**src/rtl/cndm_micro_pkg.sv**
```systemverilog
// Shared types for the cndm micro DMA read scheduler.
// No logic; types and width limits only.
// Used by the scheduler top and its arbiter.
package cndm_micro_pkg;

  // Completion error code from the DMA read engine; zero means success.
  typedef enum logic [3:0] {
    DMA_ERR_OK       = 4'h0,
    DMA_ERR_TIMEOUT  = 4'h1,
    DMA_ERR_PARITY   = 4'h2,
    DMA_ERR_BAD_ADDR = 4'h3
  } dma_err_t;

  // Upper bounds for the engine-side tag split (client index, client tag).
  localparam int CL_MAX_W  = 8;
  localparam int TAG_MAX_W = 32;

  // Engine-side tag split into the owning client and that client's own tag.
  typedef struct packed {
    logic [CL_MAX_W-1:0]  client;
    logic [TAG_MAX_W-1:0] tag;
  } tag_split_t;

endpackage

```
**src/rtl/cndm_micro_rr_arb.sv**
```systemverilog
// Round-robin priority select: the first requester at or above ptr, wrapping.
// Latency: purely combinational.
// Backpressure: none; the caller qualifies the grant with its own load enable.
module cndm_micro_rr_arb
  import cndm_micro_pkg::*;
#(
  parameter int N = 2,
  localparam int W = $clog2(N)
) (
  input  logic [N-1:0] req,
  input  logic [W-1:0] ptr,
  output logic [W-1:0] gnt_idx,
  output logic         gnt_vld
);

  logic [W:0] pos;

  // Walk upward from ptr with wrap and take the first active requester.
  always_comb begin
    gnt_idx = '0;
    gnt_vld = 1'b0;
    pos     = '0;
    for (int k = 0; k < N; k++) begin
      pos = {1'b0, ptr} + (W+1)'(k);
      if (pos >= (W+1)'(N)) pos = pos - (W+1)'(N);
      if (!gnt_vld && req[pos[W-1:0]]) begin
        gnt_vld = 1'b1;
        gnt_idx = pos[W-1:0];
      end
    end
  end

endmodule

```
**src/rtl/cndm_micro_dma_rd_sched.sv**
```systemverilog
// Schedules per-client DMA read requests onto one engine (round-robin, credit-limited); optional CNDM_DMA_RD_SCHED_STATS_EN adds stats.
// Latency: request 1 cycle (one register slice), status 1 cycle (registered demux).
// Backpressure: ready to the granted client only while the slice is free; status path has none.
module cndm_micro_dma_rd_sched
  import cndm_micro_pkg::*;
#(
  parameter int CLIENTS         = 2,
  parameter int ADDR_W          = 64,
  parameter int LEN_W           = 16,
  parameter int TAG_W           = 8,
  parameter int MAX_OUTSTANDING = 4,
  localparam int CL_W = $clog2(CLIENTS)
) (
  input  logic                      clk,
  input  logic                      rst,
  input  logic [CLIENTS*ADDR_W-1:0] s_req_addr,
  input  logic [CLIENTS*LEN_W-1:0]  s_req_len,
  input  logic [CLIENTS*TAG_W-1:0]  s_req_tag,
  input  logic [CLIENTS-1:0]        s_req_valid,
  output logic [CLIENTS-1:0]        s_req_ready,
  output logic [ADDR_W-1:0]         m_req_addr,
  output logic [LEN_W-1:0]          m_req_len,
  output logic [TAG_W+CL_W-1:0]     m_req_tag,
  output logic                      m_req_valid,
  input  logic                      m_req_ready,
  input  logic [TAG_W+CL_W-1:0]     s_sts_tag,
  input  logic [3:0]                s_sts_error,
  input  logic                      s_sts_valid,
  output logic [TAG_W-1:0]          m_sts_tag,
  output logic [3:0]                m_sts_error,
  output logic [CLIENTS-1:0]        m_sts_valid,
  output logic                      busy,
  output logic                      err_underflow
`ifdef CNDM_DMA_RD_SCHED_STATS_EN
  ,
  output logic [CLIENTS*32-1:0]     stat_req_count,
  output logic [31:0]               stat_stall_cycles
`endif
);

  localparam int CNT_W = $clog2(MAX_OUTSTANDING + 1);

  logic [CLIENTS-1:0] elig;
  logic [CLIENTS-1:0] hs;
  logic [CLIENTS-1:0] sts_hit;
  logic [CL_W-1:0]    rr_ptr;
  logic [CL_W-1:0]    grant;
  logic               gnt_vld;
  logic               load;
  logic               take;
  logic               sts_in_range;
  logic               uf_now;
  logic               any_busy;
  logic [CNT_W-1:0]   outst     [CLIENTS];
  logic [CNT_W-1:0]   outst_nxt [CLIENTS];
  tag_split_t         sts_split;
  logic               unused_tag_hi;

  // A client competes only while it has credit left.
  always_comb begin
    elig = '0;
    for (int i = 0; i < CLIENTS; i++)
      elig[i] = s_req_valid[i] && (outst[i] < CNT_W'(MAX_OUTSTANDING));
  end

  cndm_micro_rr_arb #(.N(CLIENTS)) u_arb (
    .req     (elig),
    .ptr     (rr_ptr),
    .gnt_idx (grant),
    .gnt_vld (gnt_vld)
  );

  assign load = !m_req_valid || m_req_ready;
  assign take = load && gnt_vld && !rst;
  assign hs   = s_req_ready & s_req_valid;

  // Ready goes only to the granted client, and only when the slice can take it.
  always_comb begin
    s_req_ready = '0;
    if (take) s_req_ready[grant] = 1'b1;
  end

  // Split the engine tag; bits above TAG_W in the split tag are always zero.
  always_comb begin
    sts_split        = '0;
    sts_split.client = CL_MAX_W'(s_sts_tag[TAG_W+CL_W-1:TAG_W]);
    sts_split.tag    = TAG_MAX_W'(s_sts_tag[TAG_W-1:0]);
  end
  assign unused_tag_hi = ^sts_split.tag;
  assign sts_in_range  = 32'(sts_split.client) < CLIENTS;

  // Decode which client the incoming status belongs to.
  always_comb begin
    sts_hit = '0;
    for (int i = 0; i < CLIENTS; i++)
      sts_hit[i] = s_sts_valid && (32'(sts_split.client) == i);
  end

  // Credit update; a status for an idle client never decrements and flags underflow.
  always_comb begin
    uf_now   = s_sts_valid && !sts_in_range;
    any_busy = 1'b0;
    for (int i = 0; i < CLIENTS; i++) begin
      outst_nxt[i] = outst[i];
      if (hs[i] && !(sts_hit[i] && outst[i] != '0))
        outst_nxt[i] = outst[i] + 1'b1;
      else if (!hs[i] && sts_hit[i] && outst[i] != '0)
        outst_nxt[i] = outst[i] - 1'b1;
      if (sts_hit[i] && outst[i] == '0) uf_now = 1'b1;
      if (outst_nxt[i] != '0) any_busy = 1'b1;
    end
  end

  // Request register slice and round-robin pointer; holds while stalled.
  always_ff @(posedge clk) begin
    if (rst) begin
      m_req_valid <= 1'b0;
      m_req_addr  <= '0;
      m_req_len   <= '0;
      m_req_tag   <= '0;
      rr_ptr      <= '0;
    end else if (load) begin
      m_req_valid <= take;
      if (take) begin
        m_req_addr <= s_req_addr[grant*ADDR_W +: ADDR_W];
        m_req_len  <= s_req_len[grant*LEN_W +: LEN_W];
        m_req_tag  <= {grant, s_req_tag[grant*TAG_W +: TAG_W]};
        rr_ptr     <= (grant == CL_W'(CLIENTS-1)) ? '0 : grant + 1'b1;
      end
    end
  end

  // Outstanding counters, busy flag and sticky underflow.
  always_ff @(posedge clk) begin
    if (rst) begin
      for (int i = 0; i < CLIENTS; i++) outst[i] <= '0;
      busy          <= 1'b0;
      err_underflow <= 1'b0;
    end else begin
      for (int i = 0; i < CLIENTS; i++) outst[i] <= outst_nxt[i];
      busy          <= any_busy;
      err_underflow <= err_underflow | uf_now;
    end
  end

  // Registered status demux; out-of-range client indices are dropped.
  always_ff @(posedge clk) begin
    if (rst) begin
      m_sts_valid <= '0;
      m_sts_tag   <= '0;
      m_sts_error <= 4'(DMA_ERR_OK);
    end else begin
      m_sts_valid <= sts_hit;
      m_sts_tag   <= sts_split.tag[TAG_W-1:0];
      m_sts_error <= s_sts_error;
    end
  end

`ifdef CNDM_DMA_RD_SCHED_STATS_EN
  // Per-client accepted-request counts and engine stall cycles, both wrapping.
  always_ff @(posedge clk) begin
    if (rst) begin
      stat_req_count    <= '0;
      stat_stall_cycles <= '0;
    end else begin
      for (int i = 0; i < CLIENTS; i++)
        stat_req_count[i*32 +: 32] <= stat_req_count[i*32 +: 32] + 32'(hs[i]);
      if (m_req_valid && !m_req_ready) stat_stall_cycles <= stat_stall_cycles + 32'd1;
    end
  end
`endif

endmodule

```
**config.mk**
```make
export PLATFORM = sky130hd
export DESIGN_NAME = cndm_micro_dma_rd_sched
export DESIGN_NICKNAME = d
export VERILOG_FILES = /design/src/rtl/cndm_micro_pkg.sv /design/src/rtl/cndm_micro_rr_arb.sv /design/src/rtl/cndm_micro_dma_rd_sched.sv
export SDC_FILE = /design/constraint.sdc
export NUM_CORES = 1
export LEC_CHECK = 0
export CAP_MARGIN = 20
export CORE_MARGIN = 3
export CORE_UTILIZATION = 33
export DETAILED_ROUTE_END_ITERATION = 12
export PLACE_DENSITY = 0.73
export SKIP_CTS_REPAIR_TIMING = 1
export SKIP_LAST_GASP = 1
export SLEW_MARGIN = 25
export SYNTH_ARGS = -nofsm -noshare
export SYNTH_HDL_FRONTEND = slang
export SYNTH_SLANG_ARGS = --single-unit
export TNS_END_PERCENT = 20
```
**constraint.sdc**
```tcl
create_clock -name clk -period 2.3 [get_ports clk]
set_input_delay 0.69 -clock clk [delete_from_list [all_inputs] [get_ports clk]]
set_output_delay 0.69 -clock clk [all_outputs]
set_load 0.02 [all_outputs]
```
==> results.yml <==
power_and_ir_drop:
  power_per_cell_area_nw_per_um2: 801.8
  share_seq_of_total_power: 0.310
  p_leak_nw: 3.540
  p_sw_mw: 1.813
  sw_frac_of_total: 0.2550
  clkPwrFrac: 0.443
  p_int_mw: 5.295
  combPwrFrac: 0.247
  ir_drop_uv: 454.9
synthesis:
  avgSynthCellArea_um2: 9.344
  ys_seq_area_frac: 0.4701
  synth_enable_flop_cells: 0
  synth-async-reset-ratio: 0
  synth_ff_type: "dfxtp_1"
  synthDistinctLibCells: 38
  synth_area_um2: 4812
  syn_inst: 515
  yosysWarnings: 0
  syn_nets: 716
  yosys_register_bits: 113
die:
  io_pins: 303
  dieHeight_um: 126.8
  die-area_um2: 16070
  coreArea_um2: 14100
  die_x_um: 126.8
  fp-row-count: 43
  start_util: 0.3414
grt:
  grt_antenna_before_repair: 0
  grt_pass1_vias: 5383
  track_usage: 0.2077
  grt_pass1_wl_um: 26860
  grt_max_degree: 111
  gr-total-overflow: 0
clock_network:
  clk-insertion-delay-late_ps: 410
  clkSlewWorstSetupHoldPaths_ps: 50
  cts_tree: "yes"
  cts_root_buffer: "clkbuf_16"
  htreeDepth: 4
  numCtsBuffers: 17
  cts_buffer_depth: 2
  cts.sinks: 113
placement:
  placed_cells: 972
  io_buffers: 302
  dpl.hpwl_um: 12630
  dpl_cell_area_um2: 8077
  place_congestion: 0.8562
  dp_slack_ps: -683.5
route:
  drt_iter0_markers: 270
  routed_wirelength_um: 17210
  num_vias: 5211
  dr.pass1.iters: 5
  wl_per_cell_um: 17.10
  ant_nets: 0
  via_per_inst: 5.180
  drc: 0
min_path:
  min_path_type: "reg2reg"
  holdPathStages: 2
timing:
  finalSetupViolCount: 0
  tns_ps: 0
  hold_viol: 0
  relSlewSlack: 0.4692
  max_freq_mhz: 475.5
  post-route-period-util: 0.9143
  finClkSkew_ps: 6.339
  worst_pin_slew_ps: 796.1
  setup_slack_ps: 197.1
  min_period_ps: 2103
  rsz0062_at_grt: "no"
  maxSlewViolCount: 0
finish:
  layout.cells.non_filler: 1006
  area_growth_pct: 84.22
  design_area_um2: 8865
  num_antenna_cells: 0
  fin_nets: 1014
  finish.utilization: 0.6289
  drive_gt1_frac: 0.09080
critical_path:
  critPathBufInv: 1
  cp_top_family: "buffers and inverters"
  rr_worst_depth: 7
  arrival_ps: 1410
  cp.required_ps: 1610
  slowest_stage: "clkdlybuf4s50_1"
  path_depth: 1
  worst-setup-path-type: "reg2out"
  cp-start-kind: "register"
  end_kind: "output pin"
  cp_slowest_stage_delay_ps: 640
  crit_fanout: 2
  worstPathCellList: "clkdlybuf4s50_1"
status:
  run_status: "finished clean"
flow_run:
  cap_violations: 0
## power groups by stage
| stage | combinational, mW | clock (mW) | sequential (mW) |
|---|---|---|---|
| finish | 1.75 | 3.15 | 2.20 |
| global route | 1.90 | 3.30 | 2.22 |
| CTS | 1.75 | 3.21 | 2.20 |
| detailed placement | 1.74 | 0 | 2.24 |
| global placement | 1.70 | 0 | 2.23 |
| floorplan | 0.725 | 0 | 2.40 |
## worst register-to-register path: stages (launching register included)
cell and delay, ps:
dfxtp_1 310, nand2b_1 200, o21a_4 250, buf_4 260
buf_12 230, a22o_1 300, a22oi_1 190, nor2_1 70
## state kept, by name (all words and copies together), names as in the netlist, 2 cells and up
name         flops
m_req_addr      64
m_req_len       16
m_req_tag        9
m_sts_error      4
m_sts_tag        8
m_sts_valid      2
outst            6
## cell families (layout without fill, tap and decap cells)
group	count (synthesis)	in the layout	share of synthesized area
AOI/OAI and AO/OA	193	193	0.3216
and+or+nand+nor	134	134	0.1235
DFF	113	113	0.4701
buffers and inverters	60	371	0.04992
adders and majority gates	8	8	0.01976
xor gates and xnor gates	4	4	0.008842
muxes	3	3	0.006240
## path summary, 6_finish.rpt
path,from,slack [ps],to
setup / recovery,m_req_valid$_SDFFE_PP0P_,200,m_req_valid
hold / removal,m_req_tag[8]$_SDFFE_PP0P_,460,m_req_tag[8]$_SDFFE_PP0P_
setup reg to reg,outst[0][2]$_SDFF_PP0_,360,m_req_addr[34]$_SDFFE_PP0P_
hold reg to reg,m_req_tag[8]$_SDFFE_PP0P_,460,m_req_tag[8]$_SDFFE_PP0P_
## cell type report
class / count / area [um2]
Sequential cell: 113 / 2262
Timing Repair Buffer: 330 / 3272
Clock inverter: 12 / 251.5
Fill cell: 1153 / 5231
Multi-Input combinational cell: 342 / 2354
Clock buffer: 20 / 466.7
Inverter: 9 / 33.78
Tap cell: 180 / 225.2
## metal layers
| metal | vias up | global-route usage | part of all wire |
|---|---|---|---|
| li1 | 2506 | - | - |
| met1 | 2441 | 0.2304 | 0.40 |
| met2 | 243 | 0.3549 | 0.49 |
| met3 | 21 | 0.08211 | 0.094 |
| met4 | 0 | 0.08517 | 0.022 |
| met5 | - | 0 | 0 |
## synth_stat cells, types with 2 or more instances
| library cell | instances | share of area |
|---|---|---|
| nor2_1 | 97 | 0.076 |
| mux2i_1 | 3 | 0.0062 |
| nand2_1 | 5 | 0.0039 |
| nor3_1 | 2 | 0.0021 |
| nor3b_1 | 2 | 0.0031 |
| a22oi_1 | 88 | 0.14 |
| ha_1 | 6 | 0.016 |
| xnor2_1 | 3 | 0.0055 |
| a22o_1 | 88 | 0.16 |
| buf_2 | 9 | 0.0094 |
| nor2b_1 | 14 | 0.018 |
| clkbuf_1 | 32 | 0.025 |
| a21oi_1 | 6 | 0.0062 |
| nand3_1 | 2 | 0.0021 |
| a211oi_1 | 2 | 0.0031 |
| buf_1 | 9 | 0.0070 |
| nand2b_1 | 4 | 0.0052 |
| maj3_1 | 2 | 0.0042 |
| and2_1 | 3 | 0.0039 |
| dfxtp_1 | 113 | 0.47 |
| inv_1 | 8 | 0.0062 |
## stage by stage
stage	hold WS, ps	power (mW)
after floorplan	500.9	3.125
final	459.7	7.108
after detailed placement	457.6	3.976
after CTS	465.2	7.165
after global placement	455.3	3.935
after global routing	486.8	7.417
## cells in the final DEF (no fill, tap or decap), types with 2 or more instances in the layout
| master | synthesis | final |
|---|---|---|
| clkdlybuf4s50_1 | 0 | 296 |
| a22o_1 | 88 | 88 |
| nand2_1 | 5 | 4 |
| maj3_1 | 2 | 2 |
| clkbuf_8 | 0 | 3 |
| nand2_4 | 1 | 2 |
| a22oi_1 | 88 | 88 |
| inv_2 | 1 | 2 |
| nand3_1 | 2 | 2 |
| buf_4 | 1 | 23 |
| xnor2_1 | 3 | 3 |
| ha_1 | 6 | 6 |
| nor3b_1 | 2 | 2 |
| nor2_1 | 97 | 97 |
| inv_1 | 8 | 7 |
| dlymetal6s2s_1 | 0 | 3 |
| nand2b_1 | 4 | 3 |
| buf_6 | 0 | 7 |
| clkinvlp_4 | 0 | 2 |
| mux2i_1 | 3 | 3 |
| clkinv_4 | 0 | 2 |
| clkbuf_16 | 0 | 17 |
| dfxtp_1 | 113 | 113 |
| a211oi_1 | 2 | 2 |
| a21oi_1 | 6 | 6 |
| and2_1 | 3 | 2 |
| nor3_1 | 2 | 2 |
| bufinv_16 | 0 | 7 |
| nor2b_1 | 14 | 14 |
No activity file was read; power rests on OpenSTA's default activity.
